$ cat src/rtl/data_cache_refill_ctrl_pkg.sv
`default_nettype none
// +--------------------------------------------------------------------+
// | data_cache_refill_ctrl_pkg                                         |
// | Shared state encoding, memory-op encoding and qword geometry for   |
// | the data-cache refill sequencer.                                   |
// | Rev 1.0 - initial release                                          |
// +--------------------------------------------------------------------+
package data_cache_refill_ctrl_pkg;

   // Sequencer states, plain constants so legacy tools see fixed codes
   localparam logic [2:0] S_IDLE = 3'd0;
   localparam logic [2:0] S_RD   = 3'd1;
   localparam logic [2:0] S_CHK  = 3'd2;
   localparam logic [2:0] S_WB   = 3'd3;
   localparam logic [2:0] S_RF   = 3'd4;
   localparam logic [2:0] S_UPD  = 3'd5;
   localparam logic [2:0] S_DONE = 3'd6;

   // Value driven on mem_we_o for each kind of memory request
   localparam logic MEM_OP_WB = 1'b1;
   localparam logic MEM_OP_RF = 1'b0;

   // One qword is four 32-bit words
   localparam int QWORD_BYTES = 16;

endpackage
`default_nettype wire

$ cat src/rtl/data_cache_refill_ctrl_if.sv
`default_nettype none
// +--------------------------------------------------------------------+
// | data_cache_refill_ctrl_if                                          |
// | Memory master bus of the refill sequencer: 128-bit req/ack port.   |
// | Rev 1.0 - initial release                                          |
// +--------------------------------------------------------------------+
interface data_cache_refill_ctrl_if #(
   parameter int MEM_ADDR_WIDTH = 32
) ();

   logic                      mem_req_o;
   logic                      mem_we_o;
   logic [MEM_ADDR_WIDTH-1:0] mem_addr_o;
   logic [127:0]              mem_wdata_o;
   logic [127:0]              mem_rdata_i;
   logic                      mem_ack_i;

   // Sequencer side issues requests
   modport master (
      output mem_req_o, mem_we_o, mem_addr_o, mem_wdata_o,
      input  mem_rdata_i, mem_ack_i
   );

   // Memory side answers them
   modport slave (
      input  mem_req_o, mem_we_o, mem_addr_o, mem_wdata_o,
      output mem_rdata_i, mem_ack_i
   );

endinterface
`default_nettype wire

$ cat src/rtl/data_cache_refill_ctrl.sv
`default_nettype none
// +--------------------------------------------------------------------+
// | data_cache_refill_ctrl                                             |
// | Walks every qword of one cache block: writes back dirty qwords,    |
// | refetches each qword from memory and loads it into the block.      |
// | Rev 1.0 - initial release                                          |
// +--------------------------------------------------------------------+
module data_cache_refill_ctrl
   import data_cache_refill_ctrl_pkg::*;
#(
   parameter  int ADDR_WIDTH     = 5,
   parameter  int MEM_ADDR_WIDTH = 32,
   localparam int QWORD_COUNT    = 2 ** (ADDR_WIDTH - 2)
) (
   input  logic                      clk_i,
   input  logic                      rst_i,
   input  logic                      start_i,
   input  logic [MEM_ADDR_WIDTH-1:0] base_addr_i,
   output logic                      busy_o,
   output logic                      done_o,
   output logic [ADDR_WIDTH-3:0]     cache_addr_r_o,
   input  logic [31:0]               cache_data0_i,
   input  logic [31:0]               cache_data1_i,
   input  logic [31:0]               cache_data2_i,
   input  logic [31:0]               cache_data3_i,
   input  logic [QWORD_COUNT-1:0]    dirty_i,
   output logic [127:0]              flush_data_o,
   output logic [QWORD_COUNT-1:0]    flushing_n_o,
   output logic                      cleaned_n_o,
   data_cache_refill_ctrl_if.master  mem
);

   localparam int                      IDX_PAD    = MEM_ADDR_WIDTH - (ADDR_WIDTH - 2);
   localparam logic [ADDR_WIDTH-3:0]   LAST_IDX   = '1;
   localparam logic [QWORD_COUNT-1:0]  STROBE_ONE = QWORD_COUNT'(1);
   localparam logic [MEM_ADDR_WIDTH-1:0] QW_BYTES = MEM_ADDR_WIDTH'(QWORD_BYTES);

   logic [2:0]                state;
   logic [ADDR_WIDTH-3:0]     idx;
   logic [MEM_ADDR_WIDTH-1:0] base;
   logic                      req;
   logic                      we;
   logic [127:0]              wdata;
   logic [127:0]              fdata;

   // Sequencer FSM and datapath registers; reset aborts any transfer
   always_ff @(posedge clk_i) begin
      if (rst_i) begin
         state <= S_IDLE;
         idx   <= '0;
         base  <= '0;
         req   <= 1'b0;
         we    <= MEM_OP_RF;
         wdata <= '0;
         fdata <= '0;
      end else begin
         case (state)
            S_IDLE: begin
               if (start_i) begin
                  // Blocks are qword aligned, low address bits are dropped
                  base  <= base_addr_i & ~(QW_BYTES - MEM_ADDR_WIDTH'(1));
                  idx   <= '0;
                  state <= S_RD;
               end
            end
            S_RD: begin
               // Block read port is registered: data shows up next cycle
               state <= S_CHK;
            end
            S_CHK: begin
               wdata <= {cache_data3_i, cache_data2_i, cache_data1_i, cache_data0_i};
               req   <= 1'b1;
               if (dirty_i[idx]) begin
                  we    <= MEM_OP_WB;
                  state <= S_WB;
               end else begin
                  we    <= MEM_OP_RF;
                  state <= S_RF;
               end
            end
            S_WB: begin
               // Refill read follows the write-back with req kept high
               if (mem.mem_ack_i) begin
                  we    <= MEM_OP_RF;
                  state <= S_RF;
               end
            end
            S_RF: begin
               if (mem.mem_ack_i) begin
                  fdata <= mem.mem_rdata_i;
                  req   <= 1'b0;
                  state <= S_UPD;
               end
            end
            S_UPD: begin
               if (idx == LAST_IDX) begin
                  state <= S_DONE;
               end else begin
                  idx   <= idx + 1'b1;
                  state <= S_RD;
               end
            end
            S_DONE: begin
               state <= S_IDLE;
            end
            default: begin
               state <= S_IDLE;
            end
         endcase
      end
   end

   // Status and block-update outputs decoded from the current state
   always_comb begin
      busy_o       = (state != S_IDLE) && (state != S_DONE);
      done_o       = (state == S_DONE);
      flushing_n_o = '1;
      cleaned_n_o  = 1'b1;
      if (state == S_UPD) begin
         flushing_n_o = ~(STROBE_ONE << idx);
         cleaned_n_o  = 1'b0;
      end
   end

   assign cache_addr_r_o  = idx;
   assign flush_data_o    = fdata;
   assign mem.mem_req_o   = req;
   assign mem.mem_we_o    = we;
   assign mem.mem_wdata_o = wdata;
   // Address wraps at MEM_ADDR_WIDTH by construction of the sum
   assign mem.mem_addr_o  = base + ({{IDX_PAD{1'b0}}, idx} * QW_BYTES);

endmodule
`default_nettype wire

$ cat src/flat_wrapper.sv
// flat-port wrapper written by rule: the top's interface ports become plain ports
module data_cache_refill_ctrl_flat import data_cache_refill_ctrl_pkg::*;
#(
   parameter  int ADDR_WIDTH     = 5,
   parameter  int MEM_ADDR_WIDTH = 32,
   localparam int QWORD_COUNT    = 2 ** (ADDR_WIDTH - 2)
)
  (clk_i, rst_i, start_i, base_addr_i, busy_o, done_o, cache_addr_r_o, cache_data0_i, cache_data1_i, cache_data2_i, cache_data3_i, dirty_i, flush_data_o, flushing_n_o, cleaned_n_o, mem_mem_req_o, mem_mem_we_o, mem_mem_addr_o, mem_mem_wdata_o, mem_mem_rdata_i, mem_mem_ack_i);
  data_cache_refill_ctrl_if #(.MEM_ADDR_WIDTH(MEM_ADDR_WIDTH)) mem_i ();
  input  logic clk_i;
  input  logic rst_i;
  input  logic start_i;
  input  logic [MEM_ADDR_WIDTH-1:0] base_addr_i;
  output logic busy_o;
  output logic done_o;
  output logic [ADDR_WIDTH-3:0] cache_addr_r_o;
  input  logic [31:0] cache_data0_i;
  input  logic [31:0] cache_data1_i;
  input  logic [31:0] cache_data2_i;
  input  logic [31:0] cache_data3_i;
  input  logic [QWORD_COUNT-1:0] dirty_i;
  output logic [127:0] flush_data_o;
  output logic [QWORD_COUNT-1:0] flushing_n_o;
  output logic cleaned_n_o;
  output wire logic [$bits(mem_i.mem_req_o)-1:0] mem_mem_req_o;
  output wire logic [$bits(mem_i.mem_we_o)-1:0] mem_mem_we_o;
  output wire logic [$bits(mem_i.mem_addr_o)-1:0] mem_mem_addr_o;
  output wire logic [$bits(mem_i.mem_wdata_o)-1:0] mem_mem_wdata_o;
  input wire logic [$bits(mem_i.mem_rdata_i)-1:0] mem_mem_rdata_i;
  input wire logic [$bits(mem_i.mem_ack_i)-1:0] mem_mem_ack_i;
  assign mem_mem_req_o = mem_i.mem_req_o;
  assign mem_mem_we_o = mem_i.mem_we_o;
  assign mem_mem_addr_o = mem_i.mem_addr_o;
  assign mem_mem_wdata_o = mem_i.mem_wdata_o;
  assign mem_i.mem_rdata_i = mem_mem_rdata_i;
  assign mem_i.mem_ack_i = mem_mem_ack_i;
  data_cache_refill_ctrl #(.ADDR_WIDTH(ADDR_WIDTH), .MEM_ADDR_WIDTH(MEM_ADDR_WIDTH)) u_core (.clk_i(clk_i), .rst_i(rst_i), .start_i(start_i), .base_addr_i(base_addr_i), .busy_o(busy_o), .done_o(done_o), .cache_addr_r_o(cache_addr_r_o), .cache_data0_i(cache_data0_i), .cache_data1_i(cache_data1_i), .cache_data2_i(cache_data2_i), .cache_data3_i(cache_data3_i), .dirty_i(dirty_i), .flush_data_o(flush_data_o), .flushing_n_o(flushing_n_o), .cleaned_n_o(cleaned_n_o), .mem(mem_i));
endmodule
$ cat config.mk
export PLATFORM = sky130hd
export DESIGN_NAME = data_cache_refill_ctrl_flat
export DESIGN_NICKNAME = d
export VERILOG_FILES = /design/src/rtl/data_cache_refill_ctrl_pkg.sv /design/src/rtl/data_cache_refill_ctrl_if.sv /design/src/rtl/data_cache_refill_ctrl.sv /design/src/flat_wrapper.sv
export SDC_FILE = /design/constraint.sdc
export NUM_CORES = 1
export LEC_CHECK = 0
export CAP_MARGIN = 40
export CORE_AREA = 2 2 238 240
export CTS_BUF_LIST = sky130_fd_sc_hd__clkbuf_8
export CTS_CLUSTER_SIZE = 14
export DETAILED_ROUTE_END_ITERATION = 16
export DIE_AREA = 0 0 240 242
export SLEW_MARGIN = 20
export SYNTH_ARGS = -nofsm -noshare
export SYNTH_HDL_FRONTEND = slang
export SYNTH_SLANG_ARGS = --single-unit
export TNS_END_PERCENT = 30
$ cat constraint.sdc
create_clock -name clk_i -period 4.8 [get_ports clk_i]
set_input_delay 0.96 -clock clk_i [delete_from_list [all_inputs] [get_ports clk_i]]
set_output_delay 0.96 -clock clk_i [all_outputs]
set_load 0.01 [all_outputs]
==> results by group <==
Timing
  – Ratio of final minimum period to clock period: 0.945
  – Slew Limit Fails: 0
  – Worst relative slew slack: 0.481
  – Final setup violation count: 0
  – RSZ-0062 raised after global routing: false
  – FMAX: 220 MHz
  – Clock skew: 0.0419 ns
  – Setup slack after layout: 0.263 ns
  – Slew @ Worst Pin: 0.778 ns
  – Final hold vios: 0
  – Setup TNS: 0 ns
  – Final Hold Slack: 0.451 ns
  – Fin crit period: 4.54 ns

Placed design
  – Final HPWL DP: 28.7 mm
  – Placer Congestion: 0.819
  – Placed Cells incl. Taps: 2668
  – IO buf count: 595
  – Pre-CTS setup slack: 0.878 ns

Detailed routing
  – Drt pass-1 iters: 4
  – Drt drc: 0
  – Final WL: 40.4 mm
  – Initial DRC Count: 454
  – ANT nets after route: 0
  – Vias/cell: 4.12
  – Total vias in the final route: 11400
  – Routed WL per cell: 14.6 um

Worst setup path
  – Reg-to-reg slack, setup: 2.48 ns
  – Worst setup EP type: output port
  – Worst R2R Start: u_core.state[2]
  – Worst R2R End: u_core.flush_data_o[36]
  – Worst Setup Start Kind: flip-flop
  – Crit path required time: 3.84 ns
  – Worst-path fanout max: 9
  – Worst reg2reg path depth: 5
  – CP Data Arrival Time: 3.58 ns
  – Crit Path Class: flip-flop to output port

Synth
  – Mapped cell area: 11000 um^2
  – Simple-gate share of the synthesized area: 0.238
  – Synth Register Bits: 292
  – Mux contribution to synthesized area: 0.00364
  – Seq/Total Area, Yosys: 0.532
  – Compound-gate portion of the synthesized area: 0.142
  – Post-Synth Adder-Cell Area: 0.0121
  – Synth cell count leaders: nand2_1 (585), a21oi_1 (293), dfxtp_1 (292)
  – Largest family of logic cells by synthesized area: simple AND/OR/NAND/NOR gates
  – Xor-xnor portion of the synthesized cell area: 0.0207
  – Most numerous cell in the Yosys netlist: nand2_1
  – Ys flop type: dfxtp_1
  – Mean Syn Cell Area: 7.83 um^2
  – Yosys warns: 0
  – Area contributors post-synth: dfxtp_1 (53%), nand2_1 (20%), a21oi_1 (13%)
  – Post-Syn Instances: 1404
  – Synth area leader: dfxtp_1
  – Post-synth cell types: 45
  – Share of the synthesized area in the top cell type: 0.532
  – EDFF count, synth: 0
  – Ys async rst share: 0

CTS
  – Post-CTS setup buffer count: 0
  – # resized after CTS: 0
  – TritonCTS Sinks: 292
  – Worst skew pair latency: 0.62 ns
  – Clock-pin transition on the worst setup and hold timing paths: 0.06 ns
  – Cts hold-fix bufs: 0
  – TritonCTS buffer count: 52
  – CTS tree: done
  – Clk root buf: clkbuf_8
  – Clock buffer depth: 3
  – Htree depth: 2

Pwr
  – Lkg Pwr: 6.36 nW
  – Peak supply drop: 0.000182 V
  – Power density over cell area: 310 nW/um^2

GRT
  – Antenna violations before repair: 3
  – First-pass GRT wire length: 61.3 mm
  – Gr usage total: 0.132
  – Vias in the first global route: 11100
  – Largest net degree at the start of global routing: 130
  – Gr ovfl total: 0

Floorplan
  – IO Pins: 604
  – Die area: 58100 um^2
  – Core Area: 55700 um^2
  – Initial Utilization: 0.197
  – # rows: 87
  – Die X: 240 um
  – Chip Height: 242 um

Cells and area
  – Final cell count without fillers: 2766
  – Share of cells above drive strength 1: 0.0528
  – Area growth syn-to-layout: 69.9%
  – Post-layout util: 0.335
  – Nets@finish: 2278

Worst hold path
  – HP Class: flip-flop to flip-flop
  – Hold Path Depth: 2
  – Hold path startpoint: u_core.flush_data_o[126]
  – Hold Crit Endpoint: u_core.flush_data_o[126]

Flow run
  – Max_cap viols: 0

Run status
  – Status: complete, no violations
## area by class of cell
cell class                 count  area [um^2]
timing repair buffer         610         6170
clock buffer                  67          922
inverter                      10         40.0
clock inverter                27          124
multi-input combinational   1002         4630
tap                          756          946
antenna                        2         5.00
sequential                   292         5850
fill                        5799        37100
## state kept, by name (all words and copies together) (netlist names)
register / flops
u_core.base: 28
u_core.cache_addr_r_o: 3
u_core.flush_data_o: 128
u_core.mem.mem_req_o: 1
u_core.mem.mem_wdata_o: 128
u_core.mem.mem_we_o: 1
u_core.state: 3
## placed cells by master, fill, tap and decap left out, drive strengths merged, types with 2 or more instances in the layout
cell type and count:
clkdlybuf4s50 594, nand2 585, a21oi 293, dfxtp 292, clkbuf 68, inv 28, xnor2 23, nand3 19
buf 15, nand4 12, nor2 10, ha 9, clkinv 8, and3 7, nand2b 5, mux2i 4
conb 4, and4 4, nor3 3, xor2 3, nor2b 3, diode 2, o21ai 2, and2 2
## power by group
group          internal (mW)  switching [mW]
combinational          0.491           0.389
sequential              2.53          0.0749
clock                   1.25            1.06
total                   4.27            1.52
## worst max path at each step
stage,slack [ns],startpoint,cells past startpoint,endpoint
after global placement,0.90,u_core.cache_addr_r_o[0],8,mem_mem_addr_o[28]
after global routing,0.01,u_core.cache_addr_r_o[0],8,mem_mem_addr_o[22]
after detailed placement,0.88,u_core.cache_addr_r_o[0],8,mem_mem_addr_o[28]
final,0.26,u_core.cache_addr_r_o[0],8,mem_mem_addr_o[28]
after CTS,0.18,u_core.cache_addr_r_o[0],8,mem_mem_addr_o[28]
after floorplan,1.60,u_core.cache_addr_r_o[1],7,mem_mem_addr_o[28]
## through the flow
step                area [um^2]  power, mW
floorplan                 11000       2.99
global placement          17600       3.52
detailed placement        17600       3.54
CTS                       18600       5.90
global route              18700       6.09
finish                    18700       5.79
## cells by family (layout without fill, tap and decap cells)
group	Yosys count	in the layout
and+or+nand+nor	654	654
xor gates and xnor gates	26	26
adders and majority gates	10	10
buffers and inverters	113	714
muxes	4	4
other	1	6
DFF	292	292
AOI/OAI and AO/OA	304	304
## routing by layer
metal	routed length (um)	global-route usage	vias up	share of wire
met5	0	0	-	0
met4	1180	0.0475	0	0.029
met3	4020	0.0499	70	0.10
met2	19200	0.226	473	0.47
met1	16000	0.148	5167	0.40
li1	-	-	5674	-
## critical path: stages (launching register included)
cell and delay (ns):
dfxtp_1 0.48, ha_1 0.26, inv_1 0.07, fa_1 0.41, nand2b_4 0.18, a2111oi_4 0.61, nand4_1 0.19, xnor2_1 0.20
clkdlybuf4s50_1 0.56
Note: power is estimated with default switching activity, not from simulation.
